--- src/rtl/n106_audio_filter.sv ---
// N163/N106 expansion audio: scan averager, optional low-pass, APU mix.
// Define N106_AUDIO_IIR_EN to build the first-order IIR low-pass stage.
module n106_audio_filter #(
    parameter int IN_W       = 11,
    parameter int AVG_LOG2   = 3,
    parameter int K_SHIFT    = 4,
    parameter int GAIN_SHIFT = 5
) (
    input  logic            clk,
    input  logic            reset_n,
    input  logic            ce,
    input  logic            enable,
    input  logic            mute,
    input  logic [IN_W-1:0] exp_level,
    input  logic            exp_valid,
    input  logic [15:0]     apu_in,
    output logic [15:0]     audio_out,
    output logic            audio_valid
);

    localparam int ACC_W = IN_W + AVG_LOG2;
    localparam int Y_W   = IN_W + K_SHIFT;
    localparam logic [AVG_LOG2-1:0] CNT_LAST = '1;

    logic [ACC_W-1:0]    acc_q, acc_d, acc_sum;
    logic [AVG_LOG2-1:0] cnt_q, cnt_d;
    logic [IN_W-1:0]     avg_q, avg_d;
    logic                stb_q, stb_d;
    logic [Y_W-1:0]      y_q, y_d, y_tgt, y_step;
    logic [IN_W-1:0]     yi;
    logic [15:0]         s_mix;
    logic [16:0]         sum_mix;
    logic [15:0]         out_q, out_d;
    logic                valid_q;

    assign acc_sum = acc_q + ACC_W'(exp_level);

    always_comb begin
        acc_d = acc_q;
        cnt_d = cnt_q;
        avg_d = avg_q;
        stb_d = 1'b0;
        if (!enable) begin
            acc_d = '0;
            cnt_d = '0;
        end else if (exp_valid) begin
            if (cnt_q == CNT_LAST) begin
                avg_d = acc_sum[ACC_W-1:AVG_LOG2];
                acc_d = '0;
                cnt_d = '0;
                stb_d = 1'b1;
            end else begin
                acc_d = acc_sum;
                cnt_d = cnt_q + 1'b1;
            end
        end
    end

    assign y_tgt = {avg_q, {K_SHIFT{1'b0}}};

`ifdef N106_AUDIO_IIR_EN
    logic [Y_W:0]        d_iir, d_bias, bias;
    logic signed [Y_W:0] step;
    logic                d_pos;

    assign d_iir  = {1'b0, y_tgt} - {1'b0, y_q};
    assign d_pos  = !d_iir[Y_W] && (d_iir != '0);
    // Positive error rounds up so y always lands exactly on the target.
    assign bias   = d_pos ? (Y_W+1)'((1 << K_SHIFT) - 1) : '0;
    assign d_bias = d_iir + bias;
    assign step   = $signed(d_bias) >>> K_SHIFT;
    assign y_step = Y_W'({1'b0, y_q} + step);
`else
    assign y_step = y_tgt;
`endif

    always_comb begin
        y_d = y_q;
        if (!enable) begin
            y_d = '0;
        end else if (stb_q) begin
            y_d = y_step;
        end
    end

    assign yi = IN_W'(y_q >> K_SHIFT);

    always_comb begin
        s_mix = '0;
        if (!mute && enable) begin
            s_mix = 16'(yi) << GAIN_SHIFT;
        end
        sum_mix = {1'b0, apu_in} + {1'b0, s_mix};
        out_d   = out_q;
        if (ce) begin
            out_d = sum_mix[16] ? 16'hFFFF : sum_mix[15:0];
        end
    end

    always_ff @(posedge clk or negedge reset_n) begin
        if (!reset_n) begin
            acc_q   <= '0;
            cnt_q   <= '0;
            avg_q   <= '0;
            stb_q   <= 1'b0;
            y_q     <= '0;
            out_q   <= '0;
            valid_q <= 1'b0;
        end else begin
            acc_q   <= acc_d;
            cnt_q   <= cnt_d;
            avg_q   <= avg_d;
            stb_q   <= stb_d;
            y_q     <= y_d;
            out_q   <= out_d;
            valid_q <= ce;
        end
    end

    assign audio_out   = out_q;
    assign audio_valid = valid_q;

endmodule

--- config.mk ---
export PLATFORM = sky130hd
export DESIGN_NAME = n106_audio_filter
export DESIGN_NICKNAME = d
export VERILOG_FILES = /design/src/rtl/n106_audio_filter.sv
export SDC_FILE = /design/constraint.sdc
export NUM_CORES = 1
export LEC_CHECK = 0
export ABC_CLOCK_PERIOD_IN_PS = 5300
export BUFFER_PORTS_ARGS = -buffer_cell sky130_fd_sc_hd__buf_2
export CAP_MARGIN = 5
export CELL_PAD_IN_SITES_DETAIL_PLACEMENT = 0
export CELL_PAD_IN_SITES_GLOBAL_PLACEMENT = 1
export CORE_ASPECT_RATIO = 0.9
export CORE_MARGIN = 2
export CORE_UTILIZATION = 48
export DETAILED_ROUTE_END_ITERATION = 12
export HOLD_SLACK_MARGIN = 0.1
export PLACE_DENSITY_LB_ADDON = 0.1
export SLEW_MARGIN = 40
export SYNTH_ARGS = -nofsm -noshare
export SYNTH_HDL_FRONTEND = slang
export SYNTH_SLANG_ARGS = --single-unit
--- constraint.sdc ---
create_clock -name clk -period 5.3 [get_ports clk]
set_clock_uncertainty 0.1 [all_clocks]
set_input_delay 0.53 -clock clk [delete_from_list [all_inputs] [get_ports clk]]
set_output_delay 0.53 -clock clk [all_outputs]
set_load 0.1 [all_outputs]
### Yosys cells after proc, flatten, opt, wreduce, memory -nomap -nowiden

Index checks and enable logic that the tools add are counted.

* flip-flop bits (word level): 61
* input bits: 33
* output and inout port bits: 17
* word-level logic and storage cells: 29

* add/sub/neg operators: 3
* equal/unequal tests: 3
* mux-type cells: 13
* reduce and logical (&&, ||, !) cells: 3

Operator list (count)
* 14-bit 2-to-1 mux: 3
* 16-bit 2-to-1 mux: 2
* 15-bit 2-to-1 mux: 2
* 16-bit by 16-bit adder with 17-bit output: 1
* 14-bit by 11-bit adder with 14-bit output: 1
* 3-bit 2-to-1 mux: 3
* 2-bit by 1-bit != test with 1-bit output, second input constant: 2
* 3-bit by 1-bit adder with 3-bit output, second input constant: 1
* 3-bit == test, second input constant: 1
* 1-bit 2-to-1 mux: 3
* 3-bit AND reduction: 1
* 1-bit logical AND: 1
* 1-bit logical NOT: 1

### Longest topological paths before layout

Gate-level depths: netlist (run 1).

* depth after elaboration: 5
* depth in mapped cells: 11
* gate-level depth less buffers: 11

### Least setup slack after synthesis (run 1)

OpenSTA, ideal clock, no wires.

* kind: input port to flip-flop
* from: input enable
* to: register out_q[15] (netlist: audio_out[15])
* library setup time: 0.141 ns
* arrival time: 2.338 ns
* required time: 5.059 ns
* slack: 2.721 ns
* stages on the path: 10
* path buffers: 1
* cell sequence: nor2b_1 > clkbuf_1 > and2_1 > ha_1 > nor2b_1 > o21a_1 > a31o_2 > a311oi_1 > a31o_2 > a31oi_1

* word-level cells in the longest chain between the ends: 4

Ends and longest elaborated chain
* start, declared: line 12 `input logic enable,`
* 1-bit logical AND: line 90 `if (!mute && enable) begin`
* 16-bit 2-to-1 mux: line 90
* 16-bit by 16-bit adder with 17-bit output: line 93 `sum_mix = {1'b0, apu_in} + {1'b0, s_mix};`
* 16-bit 2-to-1 mux: line 96 `out_d = sum_mix[16] ? 16'hFFFF : sum_mix[15:0];`
* end signal, assigned: line 115 `out_q <= out_d;`
* end, declared: line 33 `logic [15:0] out_q, out_d;`

Every way passes these cells.
A chain may end at the register's enable or synchronous reset.

### Worst setup path after layout (run 1)

Ends and elaborated chain as after synthesis.

==> results.ini, run 1 <==
[clock_network]
cts_tree=yes
numCtsBuffers=9
cts_setup_buffers=0
cts_buffer_depth=2
post_cts_resized=0
cts.sinks=57
clock_latency_ns=0.33
hold_buffers=0
cts_root_buf=clkbuf_8
clkTransAtPathRegs_ns=0.06
h-tree-depth=3

[sta]
hold_viol_final=0
fin_crit_ns=2.88
fin_crit_sh=0.544
setup_ws_ns=2.42
hold_ws_ns=0.233
rsz0062_at_grt=false
fmax_mhz=347
finalSetupViolations=0
slew_viol_final=0
tns_ns=0
slew_headroom=0.514
worstMarginPinSlew_ns=0.727

[route]
vias=2577
drc=0
wirelength_um=6740
met3_length_um=305
vias_per_cell=5.32
drtAntennaViolNets=0
wl_met1_um=3210
top_layer=met4
drt_iter0_drc=108
wl_met2_um=3140
firstDrtPassIters=4
wl_per_cell_um=13.9

[synthesis]
yosysTopAreaCell=dfrtp_1
ys_types=55
synth_seq_cells=57
synth_nets=399
netlist_area_um2=3380
synth_top_area_frac=0.422
syn_inst=340
yosysSeqAreaShare=0.422
synth_edf_count=0
avgSynthCellArea_um2=9.94
async_flop_share=1.00
yosys-top-cells-area=dfrtp_1, ha_1, mux2i_1, nand2_1, a21oi_1
yosys_warnings=0
synth_ff_type=dfrtp_1

[worst_setup_path]
arrival_ns=3.03
rrSetupSlack_ns=2.80
start_kind=primary input
crit_path_max_fanout=17
endpoint_kind=flip-flop
criticalPathCategory=in2reg
crit_required_ns=5.45

[floorplanning]
die_h_um=83.6
die_area_um2=7730
core_um2=6690
pin_count=50
dieWidth_um=92.4
rows=28
start_util=0.505

[finish]
final_common_cell=dfrtp_1
final_nets=448
antennaDiodeCount=0
mostFrequentLayoutCells=dfrtp_1, buf_2, nand2_1
synthToLayoutAreaGrowth_pct=14.0
final_util=0.576
drive_gt1_frac=0.198
nFillCells=610
final_cells=484
regArea_um2=1430
multiInputGateArea_um2=1850

[power]
vdd_drop_max_v=0.000130
leakage_nw=1.89
power_density_nw_per_um2=295

[place]
place_ws_ns=2.05
place_congestion=0.866
port_buffers=49
placed_cells=468
dp_hpwl_um=5060

[global_route]
overflow=0
grtUsageTotal=0.188
grt_pass1_vias=2427
grt_pass1_wl_um=11600
grt_antenna_before_repair=0
grt_max_degree=58

[flow_run]
maxCapViolCount=0

[worst_hold_path]
worst_hold_path_type=in2async

[status]
status=finished clean

synth_stat cells (6+ instances only):
cell	instances
dfrtp_1	57
nand2_1	40
ha_1	24
a21oi_1	23
nor2_1	18
nor2b_1	16
mux2i_1	15
o21ai_0	15
and2_1	14
xnor2_1	9
a21o_1	8
inv_1	8
clkbuf_1	7
o22a_1	7
xor2_1	7
a22o_1	6
and3_1	6
nand3_1	6
critical path, stage by stage:
cell	delay, ns
buf_2	0.21
nor2b_1	0.43
and2_1	0.19
ha_1	0.19
inv_1	0.07
fa_1	0.39
nor2b_1	0.14
o21a_1	0.16
a31o_2	0.19
a311oi_1	0.12
a31o_2	0.26
a31oi_1	0.13
registers in the layout, indices dropped and copies added, names as in the netlist:
name	cells
stb_q	1
acc_q	14
avg_q	11
audio_out	16
y_q	11
audio_valid	1
cnt_q	3
area by class of cell:
type / instances / share of cell area
inverters: 9 / 0.00877
clock inverters: 3 / 0.00390
multi-input cells: 262 / 0.481
flip-flops and latches: 57 / 0.370
repair buffers: 50 / 0.0656
well taps: 90 / 0.0292
clock buffers: 13 / 0.0413
report_power, final:
part | internal (W) | total (W) | switching, W
Combinational | 0.0000941 | 0.000305 | 0.000211
Sequential | 0.000462 | 0.000477 | 0.0000154
Clock | 0.000193 | 0.000353 | 0.000160
Total | 0.000749 | 0.00114 | 0.000386
cells by family (layout without fill, tap and decap cells):
kind of cell               after synthesis  count (layout)  synth area share
and+or+nand+nor                        117             117             0.176
AOI/OAI and AO/OA                       88              88             0.185
DFF                                     57              57             0.422
adders and majority gates               26              26             0.101
buffers and inverters                   21              75            0.0304
xor gates and xnor gates                16              16            0.0415
muxes                                   15              15            0.0444
layer usage:
metal,up-vias,global-route usage
li1,1316,-
met1,1199,0.241
met2,54,0.306
met3,8,0.0623
met4,0,0.0475
met5,-,0
final timing paths:
kind / start / cells past startpoint / to
worst min-delay path: reset_n / 2 / audio_valid
worst max register to register: acc_q[0] / 8 / avg_q[7]
max in group asynchronous: reset_n / 2 / avg_q[7]
worst min register to register: avg_q[2] / 2 / avg_q[2]
worst max-delay path: enable / 12 / audio_out[15]
min in group clk: apu_in[4] / 2 / audio_out[4]
through the flow:
stage | instance area, um2 | total power (W)
finish | 3850 | 0.00114
global route | 3850 | 0.00120
CTS | 3850 | 0.00115
detailed placement | 3680 | 0.000791
global placement | 3670 | 0.000788
floorplan | 3380 | 0.000722
Power figures use the tool's default switching activity.
==> inputs of run 2 (changes only) <==
- ABC_AREA: unset -> 1
- ABC_CLOCK_PERIOD_IN_PS: 5300 -> 2340
- CORE_UTILIZATION: 48 -> 38
- clock period: 5.3 -> 2.34 ns (I/O delays scaled with it)
==> run 2 against run 1 <==
Routed wire length rose by 25%. Design area rose by 11%. Highest routed layer unchanged. Critical endpoint is now audio_out[13]. Register-to-register slack got worse by 2.5 ns. Global-route usage fell by 1.1 points. Combinational power rose by 140%. Flip-flop and latch count did not move. Area after synthesis rose by 6.9%. First-iteration DRC count rose by 17%. Total power rose by 130%. Critical path type is now reg2reg. Utilization fell by 11 points. Via count rose by 24%.
==> results.ini, run 2 <==
[synthesis]
synth.most_common_cell=nand2_1  ; was dfrtp_1
yosysTopAreaCell=dfrtp_1  ; unchanged
synth_nets=556  ; was 399
synth_top_area_frac=0.395  ; was 0.422
ys_types=34  ; was 55
yosys_warnings=0  ; unchanged
synth_ff_type=dfrtp_1  ; unchanged
yosysSeqAreaShare=0.395  ; was 0.422
synth_seq_cells=57  ; unchanged
async_flop_share=1.00  ; unchanged
synth_edf_count=0  ; unchanged
avgSynthCellArea_um2=7.27  ; was 9.94 um2
synthTopCellsByCount=nand2_1, inv_1, dfrtp_1, nor2_1, nand3_1  ; was dfrtp_1, nand2_1, ha_1, a21oi_1, nor2_1
netlist_area_um2=3610  ; was 3380 um2
yosys-top-cells-area=dfrtp_1, nand2_1, ha_1, inv_1, nand3_1  ; was dfrtp_1, ha_1, mux2i_1, nand2_1, a21oi_1
syn_inst=497  ; was 340

[sta]
worstMarginPinSlew_ns=0.490  ; was 0.727 ns
slew_headroom=0.673  ; was 0.514
hold_viol_final=0  ; unchanged
fmax_mhz=487
fin_crit_ns=2.05
rsz0062_at_grt=false  ; unchanged
fin_crit_sh=0.878
hold_ws_ns=0.153  ; was 0.233 ns
finalSetupViolations=0  ; unchanged
slew_viol_final=0  ; unchanged
tns_ns=0  ; unchanged

[global_route]
grt_pass1_wl_um=14200  ; was 11600 um
grtUsageTotal=0.177  ; was 0.188
grt_max_degree=22  ; was 58
grt_antenna_before_repair=0  ; unchanged
grt_pass1_vias=3156  ; was 2427
overflow=0  ; unchanged

[worst_setup_path]
crit_path_max_fanout=3  ; was 17
endpoint_kind=flip-flop  ; unchanged
rrSetupSlack_ns=0.29  ; was 2.80 ns
start_kind=flip-flop  ; was primary input
r2r-end=audio_out[13]  ; was avg_q[7]
reg2reg_depth=15  ; was 8
criticalPathCategory=reg2reg  ; was in2reg
arrival_ns=2.18  ; was 3.03 ns
r2r-start=y_q[4]  ; was acc_q[0]
crit_required_ns=2.47  ; was 5.45 ns

[power]
clockPowerShare=0.316  ; was 0.311
p_sw_w=0.000932  ; was 0.000386 W
leakage_nw=2.31  ; was 1.89 nW
p_int_w=0.00172  ; was 0.000749 W
pwr-share-seq=0.412  ; was 0.421
power_density_nw_per_um2=619  ; was 295 nW/um2
combPwrFrac=0.272  ; was 0.269
swShare=0.352  ; was 0.340
fin_total_pwr_w=0.00265  ; was 0.00114 W
vdd_drop_max_v=0.000233  ; was 0.000130 V

[finish]
final_common_cell=nand2_1  ; was dfrtp_1
synthToLayoutAreaGrowth_pct=18.5  ; was 14.0%
antennaDiodeCount=0  ; unchanged
final_util=0.467  ; was 0.576
largest_reg_flops=16  ; unchanged
drive_gt1_frac=0.150  ; was 0.198
mostFrequentLayoutCells=nand2_1, inv_1, dfrtp_1  ; was dfrtp_1, buf_2, nand2_1
final_nets=623  ; was 448

[floorplanning]
rows=33  ; was 28
start_util=0.394  ; was 0.505
pin_count=50  ; unchanged
dieWidth_um=107  ; was 92.4 um
core_um2=9170  ; was 6690 um2
die_area_um2=10300  ; was 7730 um2
die_h_um=96.5  ; was 83.6 um

[route]
vias=3203  ; was 2577
drt_iter0_drc=126  ; was 108
firstDrtPassIters=4  ; unchanged
drtAntennaViolNets=0  ; unchanged
drc=0  ; unchanged
wl_per_cell_um=12.2  ; was 13.9 um
wirelength_um=8390  ; was 6740 um
vias_per_cell=4.64  ; was 5.32

[clock_network]
cts_root_buf=clkbuf_8  ; unchanged
cts_buffer_depth=2  ; unchanged
numCtsBuffers=9  ; unchanged
cts_setup_buffers=0  ; unchanged
cts_tree=yes  ; unchanged
h-tree-depth=3  ; unchanged
clkTransAtPathRegs_ns=0.07  ; was 0.06 ns
cts.sinks=57  ; unchanged
clock_latency_ns=0.33  ; about the same

[place]
port_buffers=49  ; unchanged
dp_hpwl_um=6600  ; was 5060 um
place_congestion=0.837  ; was 0.866

[status]
status=finished clean  ; unchanged

[worst_hold_path]
worst_hold_path_type=in2reg  ; was in2async
min_path_cells=3
hold_start=exp_level[0]
min_to=acc_q[0]

[flow_run]
maxCapViolCount=0  ; unchanged

[run 2: changes by cell type in the layout (fill, tap and decap cells not counted), sizes merged, moves of 13 or more]
| cell | previous run | this run |
|---|---|---|
| inv | 9 | 70 |
| mux2i | 15 | 0 |
| and2 | 15 | 2 |
| nor2b | 16 | 0 |
| nor2 | 18 | 59 |
| nand2 | 40 | 160 |
| nand3 | 6 | 49 |
[run 2: cell families after synthesis]
logic type               Yosys count  share of synthesized area
XOR/XNOR                          11                     0.0267
adder cells (fa/ha/maj)           26                     0.0942
flip-flops                        57                      0.395
buffers and inverters             78                     0.0845
AO/OA/AOI/OAI                     40                     0.0610
AND/OR/NAND/NOR                  285                      0.339
[run 2: how the worst max path moves through the flow]
| stage | startpoint | endpoint | slack [ns] | cells after the start |
|---|---|---|---|---|
| 2_1_floorplan | enable | audio_out[13] | 0.26 | 18 |
| 3_3_place_gp | enable | audio_out[15] | 0.15 | 15 |
| 3_5_place_dp | enable | audio_out[13] | 0.11 | 18 |
| 4_1_cts | y_q[4] | audio_out[13] | 0.26 | 15 |
| 5_1_grt | y_q[4] | audio_out[13] | 0.01 | 15 |
| 6_report | y_q[4] | audio_out[13] | 0.29 | 15 |
[run 2: metrics by stage]
stage	cells	area [um2]	setup WS, ns
3_5_place_dp	667	4020	0.106
6_report	690	4280	0.287
4_1_cts	690	4280	0.263
2_1_floorplan	497	3610	0.263
5_1_grt	690	4280	0.0134
3_3_place_gp	667	4020	0.147
[run 2: final cells by class]
class | instances | area [um2]
clock buffer | 12 | 165
multi-input combinational | 362 | 1880
inverter | 70 | 263
clock inverter | 3 | 15.0
tap | 122 | 153
timing repair buffer | 64 | 378
fill | 992 | 4890
sequential | 57 | 1430
[run 2: power groups by stage]
| stage | logic, W | registers (W) | clock network [W] |
|---|---|---|---|
| 2_1_floorplan | 0.000345 | 0.00130 | 0 |
| 3_3_place_gp | 0.000716 | 0.00111 | 0 |
| 3_5_place_dp | 0.000718 | 0.00111 | 0 |
| 4_1_cts | 0.000730 | 0.00109 | 0.000865 |
| 5_1_grt | 0.000804 | 0.00110 | 0.000914 |
| 6_report | 0.000721 | 0.00109 | 0.000838 |
[run 2: critical path, cell delays in order (launching register included)]
cell	delay (ns)
dfrtp_1	0.32
inv_1	0.05
nor2_1	0.12
ha_1	0.19
inv_1	0.06
fa_1	0.40
inv_1	0.09
nand3_1	0.06
nand3_1	0.14
nand2_1	0.09
nand2_1	0.06
nand2_1	0.04
nand2_1	0.05
nand2_1	0.05
nand2_1	0.07
nand2_1	0.05
[run 2: repair_timing]
item	4_1_cts	5_1_grt
hold buffers	8	0
resized for setup	0	0
endpoints found under the hold margin	27	0
[run 2: metal layers]
metal,GRT usage,vias up,share of wire
met5,0,-,0
met2,0.324,53,0.49
li1,-,1696,-
met3,0.0423,9,0.039
met1,0.205,1445,0.46
met4,0.0595,0,0.014
